<file path="src/rtl/hangman_pkg.sv">
// Shared types and constants for the hangman game: FSM state codes, letter codes
// and the fixed word table indexed by level.
package hangman_pkg;

   typedef enum logic [2:0] {
      StIdle = 3'd0,
      StLoad = 3'd1,
      StPlay = 3'd2,
      StDead = 3'd3,
      StWon  = 3'd4
   } state_e;

   localparam int unsigned TBL_LETTER_W = 5;
   localparam int unsigned TBL_WORD_LEN = 6;
   localparam int unsigned TBL_WORD_W   = TBL_LETTER_W * TBL_WORD_LEN;
   localparam int unsigned TABLE_DEPTH  = 8;
   localparam int unsigned TABLE_IDX_W  = 3;

   typedef logic [TBL_LETTER_W-1:0] letter_t;
   typedef logic [TBL_WORD_W-1:0]   word_t;

   localparam letter_t LETTER_BLANK = 5'd0;
   localparam letter_t LETTER_A = 5'd1;
   localparam letter_t LETTER_B = 5'd2;
   localparam letter_t LETTER_C = 5'd3;
   localparam letter_t LETTER_D = 5'd4;
   localparam letter_t LETTER_E = 5'd5;
   localparam letter_t LETTER_F = 5'd6;
   localparam letter_t LETTER_G = 5'd7;
   localparam letter_t LETTER_H = 5'd8;
   localparam letter_t LETTER_I = 5'd9;
   localparam letter_t LETTER_J = 5'd10;
   localparam letter_t LETTER_K = 5'd11;
   localparam letter_t LETTER_L = 5'd12;
   localparam letter_t LETTER_M = 5'd13;
   localparam letter_t LETTER_N = 5'd14;
   localparam letter_t LETTER_O = 5'd15;
   localparam letter_t LETTER_P = 5'd16;
   localparam letter_t LETTER_Q = 5'd17;
   localparam letter_t LETTER_R = 5'd18;
   localparam letter_t LETTER_S = 5'd19;
   localparam letter_t LETTER_T = 5'd20;
   localparam letter_t LETTER_U = 5'd21;
   localparam letter_t LETTER_V = 5'd22;
   localparam letter_t LETTER_W = 5'd23;
   localparam letter_t LETTER_X = 5'd24;
   localparam letter_t LETTER_Y = 5'd25;
   localparam letter_t LETTER_Z = 5'd26;

   // Letter 0 sits in the MSBs; short words are right-padded with blanks.
   localparam word_t WORD_TABLE [TABLE_DEPTH] = '{
      {LETTER_P, LETTER_L, LETTER_A, LETTER_N, LETTER_E, LETTER_T},
      {LETTER_C, LETTER_A, LETTER_S, LETTER_T, LETTER_L, LETTER_E},
      {LETTER_G, LETTER_A, LETTER_R, LETTER_D, LETTER_E, LETTER_N},
      {LETTER_B, LETTER_R, LETTER_I, LETTER_D, LETTER_G, LETTER_E},
      {LETTER_Q, LETTER_U, LETTER_I, LETTER_Z, LETTER_BLANK, LETTER_BLANK},
      {LETTER_S, LETTER_P, LETTER_H, LETTER_I, LETTER_N, LETTER_X},
      {LETTER_O, LETTER_X, LETTER_Y, LETTER_G, LETTER_E, LETTER_N},
      {LETTER_Z, LETTER_E, LETTER_B, LETTER_R, LETTER_A, LETTER_S}
   };

endpackage

</file>
<file path="src/rtl/mask_builder.sv">
// Serial alphabet-presence scanner: after a clear strobe it visits one letter of
// the word per cycle, setting the mask bit for each valid letter code.
module mask_builder
   import hangman_pkg::*;
#(
   parameter int unsigned WORD_LEN = 6,
   parameter int unsigned LETTER_W = 5,
   parameter int unsigned ALPHA    = 26
) (
   input  logic                         clk,
   input  logic                         reset,
   input  logic                         clear_i,
   input  logic [WORD_LEN*LETTER_W-1:0] word_i,
   output logic [ALPHA-1:0]             mask_o,
   output logic                         busy_o,
   output logic                         done_o
);

   localparam int unsigned IDX_W = (WORD_LEN > 1) ? $clog2(WORD_LEN) : 1;

   logic [ALPHA-1:0]             mask_q, mask_d;
   logic [IDX_W-1:0]             idx_q, idx_d;
   logic                         busy_q, busy_d;
   logic [WORD_LEN*LETTER_W-1:0] shifted;
   logic [LETTER_W-1:0]          code;
   int unsigned                  shift_amt;

   always_comb begin
      shift_amt = LETTER_W * (WORD_LEN - 1 - int'(idx_q));
      shifted   = word_i >> shift_amt;
      code      = shifted[LETTER_W-1:0];
   end

   // High on the cycle that scans the final letter.
   assign done_o = busy_q && (idx_q == IDX_W'(WORD_LEN - 1));
   assign busy_o = busy_q;
   assign mask_o = mask_q;

   always_comb begin
      mask_d = mask_q;
      idx_d  = idx_q;
      busy_d = busy_q;
      if (clear_i) begin
         mask_d = '0;
         idx_d  = '0;
         busy_d = 1'b1;
      end else if (busy_q) begin
         // Blank and out-of-range codes match no bit.
         for (int c = 0; c < int'(ALPHA); c++) begin
            if (code == LETTER_W'(c + 1)) begin
               mask_d[c] = 1'b1;
            end
         end
         if (done_o) begin
            busy_d = 1'b0;
            idx_d  = '0;
         end else begin
            idx_d = idx_q + 1'b1;
         end
      end
   end

   always_ff @(posedge clk or posedge reset) begin
      if (reset) begin
         mask_q <= '0;
         idx_q  <= '0;
         busy_q <= 1'b0;
      end else begin
         mask_q <= mask_d;
         idx_q  <= idx_d;
         busy_q <= busy_d;
      end
   end

endmodule

</file>
<file path="src/rtl/level_sequencer.sv">
// Hangman level controller: walks the word table on win/lose events and presents
// the current word with its serially built alphabet-presence mask.
module level_sequencer
   import hangman_pkg::*;
#(
   parameter int unsigned NUM_LEVELS = 4,
   parameter int unsigned WORD_LEN   = 6,
   parameter int unsigned LETTER_W   = 5,
   parameter int unsigned ALPHA      = 26,
   parameter int unsigned LEVEL_W    = (NUM_LEVELS > 1) ? $clog2(NUM_LEVELS) : 1
) (
   input  logic                         clk,
   input  logic                         reset,
   input  logic                         start_game,
   input  logic                         level_won,
   input  logic                         lost_game,
   output logic [WORD_LEN*LETTER_W-1:0] word,
   output logic [ALPHA-1:0]             mask,
   output logic                         word_valid,
   output logic [LEVEL_W-1:0]           level,
   output logic [2:0]                   current_state,
   output logic                         game_won
);

   localparam int unsigned WORD_W = WORD_LEN * LETTER_W;

   state_e              state_q, state_d;
   logic [LEVEL_W-1:0]  level_q, level_d;
   logic [WORD_W-1:0]   word_q, word_d;
   logic                word_valid_q, word_valid_d;
   logic                game_won_q, game_won_d;
   logic                mb_clear, mb_busy, mb_done;
   logic [TABLE_IDX_W-1:0] tbl_idx;

   assign tbl_idx = TABLE_IDX_W'(level_q);

   // First LOAD cycle (scanner idle) latches the word and restarts the scan.
   assign mb_clear = (state_q == StLoad) && !mb_busy;

   mask_builder #(
      .WORD_LEN (WORD_LEN),
      .LETTER_W (LETTER_W),
      .ALPHA    (ALPHA)
   ) u_mask_builder (
      .clk     (clk),
      .reset   (reset),
      .clear_i (mb_clear),
      .word_i  (word_q),
      .mask_o  (mask),
      .busy_o  (mb_busy),
      .done_o  (mb_done)
   );

   always_comb begin
      state_d = state_q;
      level_d = level_q;
      word_d  = word_q;
      unique case (state_q)
         StIdle: begin
            if (start_game) begin
               state_d = StLoad;
               level_d = '0;
            end
         end
         StLoad: begin
            if (mb_clear) begin
               word_d = WORD_W'(WORD_TABLE[tbl_idx]);
            end else if (mb_done) begin
               state_d = StPlay;
            end
         end
         StPlay: begin
            if (lost_game) begin
               state_d = StDead;
            end else if (level_won) begin
               if (level_q == LEVEL_W'(NUM_LEVELS - 1)) begin
                  state_d = StWon;
               end else begin
                  state_d = StLoad;
                  level_d = level_q + 1'b1;
               end
            end
         end
         StDead, StWon: begin
            if (start_game) begin
               state_d = StLoad;
               level_d = '0;
            end
         end
         default: state_d = StIdle;
      endcase
      word_valid_d = (state_d == StPlay);
      game_won_d   = (state_d == StWon);
   end

   always_ff @(posedge clk or posedge reset) begin
      if (reset) begin
         state_q      <= StIdle;
         level_q      <= '0;
         word_q       <= '0;
         word_valid_q <= 1'b0;
         game_won_q   <= 1'b0;
      end else begin
         state_q      <= state_d;
         level_q      <= level_d;
         word_q       <= word_d;
         word_valid_q <= word_valid_d;
         game_won_q   <= game_won_d;
      end
   end

   assign word          = word_q;
   assign level         = level_q;
   assign word_valid    = word_valid_q;
   assign current_state = state_q;
   assign game_won      = game_won_q;

endmodule

</file>
<file path="config.mk">
export PLATFORM = sky130hd
export DESIGN_NAME = level_sequencer
export DESIGN_NICKNAME = d
export VERILOG_FILES = /design/src/rtl/hangman_pkg.sv /design/src/rtl/mask_builder.sv /design/src/rtl/level_sequencer.sv
export SDC_FILE = /design/constraint.sdc
export NUM_CORES = 1
export LEC_CHECK = 0
export CORE_ASPECT_RATIO = 0.7
export CORE_MARGIN = 2
export CORE_UTILIZATION = 48
export DETAILED_ROUTE_END_ITERATION = 8
export PLACE_DENSITY = 0.77
export SLEW_MARGIN = 5
export SYNTH_ARGS = -nofsm -noshare
export SYNTH_HDL_FRONTEND = slang
export SYNTH_HIERARCHICAL = 1
export SYNTH_SLANG_ARGS = --single-unit
</file>
<file path="constraint.sdc">
create_clock -name clk -period 3.57 [get_ports clk]
set_clock_uncertainty 0.1 [all_clocks]
set_input_delay 0.714 -clock clk [delete_from_list [all_inputs] [get_ports clk]]
set_output_delay 0.714 -clock clk [all_outputs]
set_load 0.01 [all_outputs]
</file>
==> summary.md <==
| Metric | Value |
|---|---|
| Clock tree buffer depth | 2 |
| Post-synthesis mux area share | between 10% and 20% |
| Final std cells w/o fill | around 520 |
| Avg Synthesized Cell Area | just under 10 um2 |
| Cts repair resizes | 0 |
| Final net count | around 440 |
| Hold path startpoint | u_mask_builder/mask_o[9] |
| Area leader, netlist | dfrtp_1 |
| CP endpoint kind | flop |
| Critical path type | flop to flop |
| Num rows | 26 |
| Gr ovfl total | 0 |
| Finish-stage setup viols | 0 |
| Post-Synth XOR/XNOR Area | 0.714% |
| Period utilization | between 90% and 100% |
| Async S/R FF share, synth | 100% |
| Layout cells sized above 1 | 11.8% |
| Min Hold Slack | 0.436 ns |
| Predominant post-synthesis flop cell | dfrtp_1 |
| Via count | slightly above 3000 |
| H-Tree Depth | 2 |
| Largest family of logic cells by synthesized area | compound AO/OA/AOI/OAI gates |
| Setup repair bufs after CTS | 0 |
| Vias in the first global route | roughly 2900 |
| Area contributors post-synth | dfrtp_1, mux2i_1, o32ai_1 |
| Die Wd | 109 um |
| Die Span Y | slightly below 80 um |
| Io pins | ~70 |
| Crit. Startpoint | u_mask_builder/idx_q[2] |
| Drt pass-1 iters | 5 |
| Worst hold path class | flop to flop |
| Worst-Margin Slew | a little under 0.9 ns |
| Initial antenna violation count | 0 |
| ANT nets after route | 0 |
| Critical-path top delay cell | or3b_1 |
| CTS Hold Buffers Added | 0 |
| RSZ-0062 raised after global routing | no |
| Largest net degree at the start of global routing | 43 |
| Area occupied by registers | approximately 1200 um2 |
| Input/output buffers | between 60 and 70 |
| Total Neg Setup Slack | 0 ns |
| Status | finished clean |
| Data arrival, critical path | approximately 3.4 ns |
| CTS sink cnt | 47 |
| Worst path max stage delay | around 0.50 ns |
| WL/cell | roughly 17 um |
| Via density | 5.86 |
| ANT cells | 0 |
| Yosys top cell area share | around a third |
| Tot GR Track Use | 22.3% |
| DRC Markers | 0 |
| Slew HR | 42.3% |
| TritonCTS Buffers | 5 |
| Post-synthesis sequential area ratio | between 30% and 40% |
| Synthesized area | between 3000 and 4000 um2 |
| Cells after Synth | about 380 |
| WL final | around 9000 um |
| CTS tree | built |
| Yosys cell types | 73 |
| Synth Area in Adders | under 10% |
| Worst endpoint required time | 3.66 ns |
| Detailed Place HPWL | about 6400 um |
| Final hold vios | 0 |
| Die area | 8400 um2 |
| Reg2reg start | u_mask_builder/idx_q[2] |
| Maximum Capacitance Violations | 0 |
| Share of the synthesized area in compound gates (AO/OA/AOI/OAI) | between 20% and 30% |
| Worst-path clk slew | roughly 0.090 ns |
| Initial Utilization | between 50 and 60% |
| GP Congestion | ~1.0 |
| Iter 0 DRT Violations | approximately 210 |
| Area of the multi-input gates | 2040 um2 |
| EDFF count, synth | 0 |
| Yosys Warn Count | 6 |
| Global-route wire length before repair | around 15000 um |
| Number of fill cells | between 600 and 700 |
| Placed cell count | a little over 500 |
| Max Freq | 299 MHz |
| Area Overhead vs Synth | 16.7% |
| Crit-path max FO | 17 |
| Min cycle time layout | between 3 and 4 ns |
| Core Footprint | roughly 7400 um2 |
| Flops & latches, synth | 47 |
| Final Max Tran Viols | 0 |
| Synth Area in Simple Gates | 13.2% |
| Root Buffer | clkbuf_8 |
| Startpoint Class | flop |
| CP Cell Sequence | inv_1 > ha_1 > inv_1 > ha_1 > buf_4 > nand2_1 > o21bai_1 > a31oi_1 > a22oi_2 > or3b_1 > o32ai_1 |
| Skew-Pair Late Insertion Delay | 0.29 ns |
## cell usage after synthesis, drive strengths merged, types with 4 or more instances
cell type / number
dfrtp: 47
inv: 41
buf: 39
nand2: 30
mux2i: 28
o32ai: 26
nand3: 14
ha: 13
clkbuf: 11
a21oi: 10
nor2: 10
o21ai: 10
mux4: 9
nand2b: 8
mux2: 6
o221ai: 6
a211oi: 4
nor2b: 4
o211ai: 4
## cell type report
| type | instances | share of cell area (%) |
|---|---|---|
| clock buffer | 6 | 1.69 |
| sequential | 47 | 27.4 |
| clock inverter | 1 | 0.699 |
| timing repair buffer | 72 | 16.2 |
| tap | 98 | 2.85 |
| multi-input combinational | 256 | 47.4 |
| inverter | 42 | 3.67 |
## flip-flops by register name (all words and copies together) (netlist names)
| register | count |
|---|---|
| current_state | 3 |
| game_won | 1 |
| level | 2 |
| u_mask_builder/busy_o | 1 |
| u_mask_builder/idx_q | 3 |
| u_mask_builder/mask_o | 26 |
| word | 10 |
| word_valid | 1 |
## path summary, 6_finish.rpt
path,cells past startpoint,end,slack [ns]
min in group asynchronous,3,u_mask_builder/mask_o[13],0.72
hold / removal,2,u_mask_builder/mask_o[9],0.44
hold reg to reg,2,u_mask_builder/mask_o[9],0.44
max in group asynchronous,2,current_state[1],2.24
setup / recovery,11,u_mask_builder/mask_o[24],0.22
setup reg to reg,11,u_mask_builder/mask_o[24],0.22
## metrics by stage
stage	setup slack [ns]	instance area (um2)	util (%)
CTS	0.276	4300	58.4
floorplan	0.210	3750	-
global placement	0.464	4190	57.0
detailed placement	0.249	4190	57.0
global route	0.0455	4300	58.4
finish	0.224	4300	58.4
## placed cells by master, fill, tap and decap left out, types with 2 or more instances in the layout
cell type	Yosys	routed
clkdlybuf4s50_1	0	63
dfrtp_1	47	46
inv_1	40	40
nand2_1	29	29
mux2i_1	28	28
o32ai_1	26	26
conb_1	1	18
nand3_1	13	13
ha_1	13	13
nor2_1	10	10
buf_4	24	9
nand2b_1	8	8
a21oi_1	8	8
mux4_2	8	8
o221ai_1	6	6
o21ai_2	5	5
o21ai_0	5	5
clkbuf_8	0	5
mux2_2	5	5
nor2b_1	4	4
a211oi_1	4	4
o211ai_1	4	4
or3_1	3	3
a31oi_1	3	3
or2_2	3	3
and3b_1	3	3
nor3b_1	2	2
or2b_1	2	2
a21oi_2	2	2
xnor2_1	2	2
o22ai_1	2	2
o2bb2ai_1	2	2
o2111ai_1	2	2
and3_1	2	2
a311o_1	2	2
## critical path: cells and delay by family (launching register included)
family,cells,cell delay (ns)
compound gates,4,0.96
fa+ha+maj,2,0.71
buf+inv,3,0.41
flops,1,0.43
simple gates,2,0.63
## layer usage
metal	GRT usage (%)	part of all wire (%)
met1	32.4	47
met2	33.9	46
met3	4.25	5.2
met4	6.15	1.5
met5	0	0
## kinds of logic (layout without fill, tap and decap cells)
family | Yosys count | in the layout
flip-flops | 47 | 47
AND/OR/NAND/NOR | 90 | 90
AO/OA/AOI/OAI | 89 | 89
multiplexers | 43 | 43
XOR/XNOR | 3 | 3
buffers and inverters | 92 | 121
other | 1 | 18
adder cells (fa/ha/maj) | 13 | 13
Power is left out: the tool's default activity adds up to more than one toggle a clock period on the data nets, which glitch-free logic cannot reach.
==> RTL edit: new RTL, same flow settings <==
`LETTER_W` is set to 5 in 2 places; all go to 4.
--- a/src/rtl/mask_builder.sv
+++ b/src/rtl/mask_builder.sv
@@ -6,3 +6,3 @@
    parameter int unsigned WORD_LEN = 6,
-   parameter int unsigned LETTER_W = 5,
+   parameter int unsigned LETTER_W = 4,
    parameter int unsigned ALPHA    = 26
--- a/src/rtl/level_sequencer.sv
+++ b/src/rtl/level_sequencer.sv
@@ -7,3 +7,3 @@
    parameter int unsigned WORD_LEN   = 6,
-   parameter int unsigned LETTER_W   = 5,
+   parameter int unsigned LETTER_W   = 4,
    parameter int unsigned ALPHA      = 26,
Ports: changed (resized word); port bits go from 68 to 62. The function was not compared with the original's and may differ.
==> RTL edit against the unedited design <==
Die area shrank 37%. Sequential share of layout area grew 4.9 points. Sequential cell count shrank 11. Cell count shrank 40%. Synthesized cell count shrank 42%. Setup slack gained 0.36 ns. Wire length shrank 44%. Worst hold slack lost 0.033 ns. Synthesized area shrank 39%. Final area shrank 35%. Critical path type unchanged. Critical endpoint is now u_mask_builder/mask_o[1]$_DFFE_PP0P_.
==> RTL edit: results (changes against the unedited design) <==
Synthesis
  – Synth top cells by count: dfrtp_1, buf_4, nor2_1
  – Avg Inst Size Synth: 10.35 sq um (+6.3%)
  – Library cells used by synthesis: 50 (-32%)
  – Register area share after synthesis: 39.91% (+8.0 points)
  – Synth top area cells: dfrtp_1, buf_4, mux2_2

Setup path
  – CP Max Fanout: 13 (-4)
  – Worst path arrival time: 3.10 ns (-0.34 ns)
  – Max incr delay on CP: 0.64 ns (+0.14 ns)
  – R2R setup slack: 0.59 ns (+0.36 ns)

Cells and area
  – Fillers: 371 (-42%)
  – Max reg flops: 16 (-38%)
  – Fin nets: 270 (-39%)

Status
  – Status: completed

Placement
  – Final HPWL DP: 3660 um (-43%)
  – Place WS: 0.6859 ns (+0.4370 ns)
  – IO buf count: 58 (-7.9%)
  – Routability Congestion: 0.8463 (-17%)

Routing
  – DR vias: 1723 (-44%)
  – First-pass detailed-route iteration total: 4 (-1)
  – Vias per cell: 5.540 (-5.5%)
  – WL/cell: 15.93 um (-6.4%)

GRT
  – GRT Util Overall: 20.37% (-1.9 points)
  – Largest net degree at the start of global routing: 21 (-51%)
  – Number of global-route vias before repair: 1585 (-45%)

Timing
  – Worst relative slew slack: 51.21% (+9.0 points)
-- RTL edit: cell count changes after synthesis, moves of 11 or more --
cell / delta
mux2i_1: -21
o32ai_1: -26
inv_1: -32
dfrtp_1: -11
nand2_1: -25
nor2_1: +14
-- RTL edit: worst min-delay path by stage --
stage                                                     start                                    end  slack, ns  cells after the start
after global routing      u_mask_builder/mask_o[13]$_DFFE_PP0P_  u_mask_builder/mask_o[13]$_DFFE_PP0P_       0.44                      2
final                     u_mask_builder/mask_o[12]$_DFFE_PP0P_  u_mask_builder/mask_o[12]$_DFFE_PP0P_       0.40                      2
after detailed placement  u_mask_builder/mask_o[12]$_DFFE_PP0P_  u_mask_builder/mask_o[12]$_DFFE_PP0P_       0.39                      2
after CTS                 u_mask_builder/mask_o[12]$_DFFE_PP0P_  u_mask_builder/mask_o[12]$_DFFE_PP0P_       0.41                      2
after global placement    u_mask_builder/mask_o[10]$_DFFE_PP0P_  u_mask_builder/mask_o[10]$_DFFE_PP0P_       0.39                      2
after floorplan           u_mask_builder/mask_o[10]$_DFFE_PP0P_  u_mask_builder/mask_o[10]$_DFFE_PP0P_       0.43                      2
-- RTL edit: cells by family (layout without fill, tap and decap cells) --
logic type	count (synthesis)	count (layout)	share of synthesized area, %
AO/OA/AOI/OAI	48	48	16.24
XOR/XNOR	1	1	0.3881
adder cells (fa/ha/maj)	9	9	4.989
buffers and inverters	42	75	12.25
flip-flops	36	36	39.91
multiplexers	20	20	10.09
other	1	6	0.1661
AND/OR/NAND/NOR	61	61	15.96
-- RTL edit: area by class of cell --
| cell class | instances | area (sq um) | area share [%] |
|---|---|---|---|
| repair buffers | 59 | 588.1 | 21.10 |
| flip-flops and latches | 36 | 900.9 | 32.33 |
| clock buffers | 7 | 96.34 | 3.458 |
| multi-input cells | 145 | 1099 | 39.43 |
| inverters | 9 | 33.78 | 1.212 |
| well taps | 55 | 68.82 | 2.470 |
-- RTL edit: worst max-delay path: cells and delay by family, from the launching register on --
family	cells	cell delay (ns)
buffers and inverters	1	0.16
multiplexers	1	0.41
adder cells (fa/ha/maj)	1	0.64
AO/OA/AOI/OAI	3	0.92
flip-flops	1	0.54
AND/OR/NAND/NOR	1	0.13
-- RTL edit: routing by layer --
metal  part of all wire (%)  wire length, um  global-route usage [%]
met1                     51             2512                   31.83
met2                     42             2067                   27.91
met3                    6.4              317                   4.424
met4                    1.1               56                   6.576
met5                      0                0                       0
-- RTL edit: report_power, final --
group | total, mW | switching, mW | leakage, nW | internal, mW
combinational | 1.40 | 0.695 | 0.689 | 0.701
sequential | 0.714 | 0.186 | 0.458 | 0.528
clock | 0.310 | 0.138 | 0.0503 | 0.172
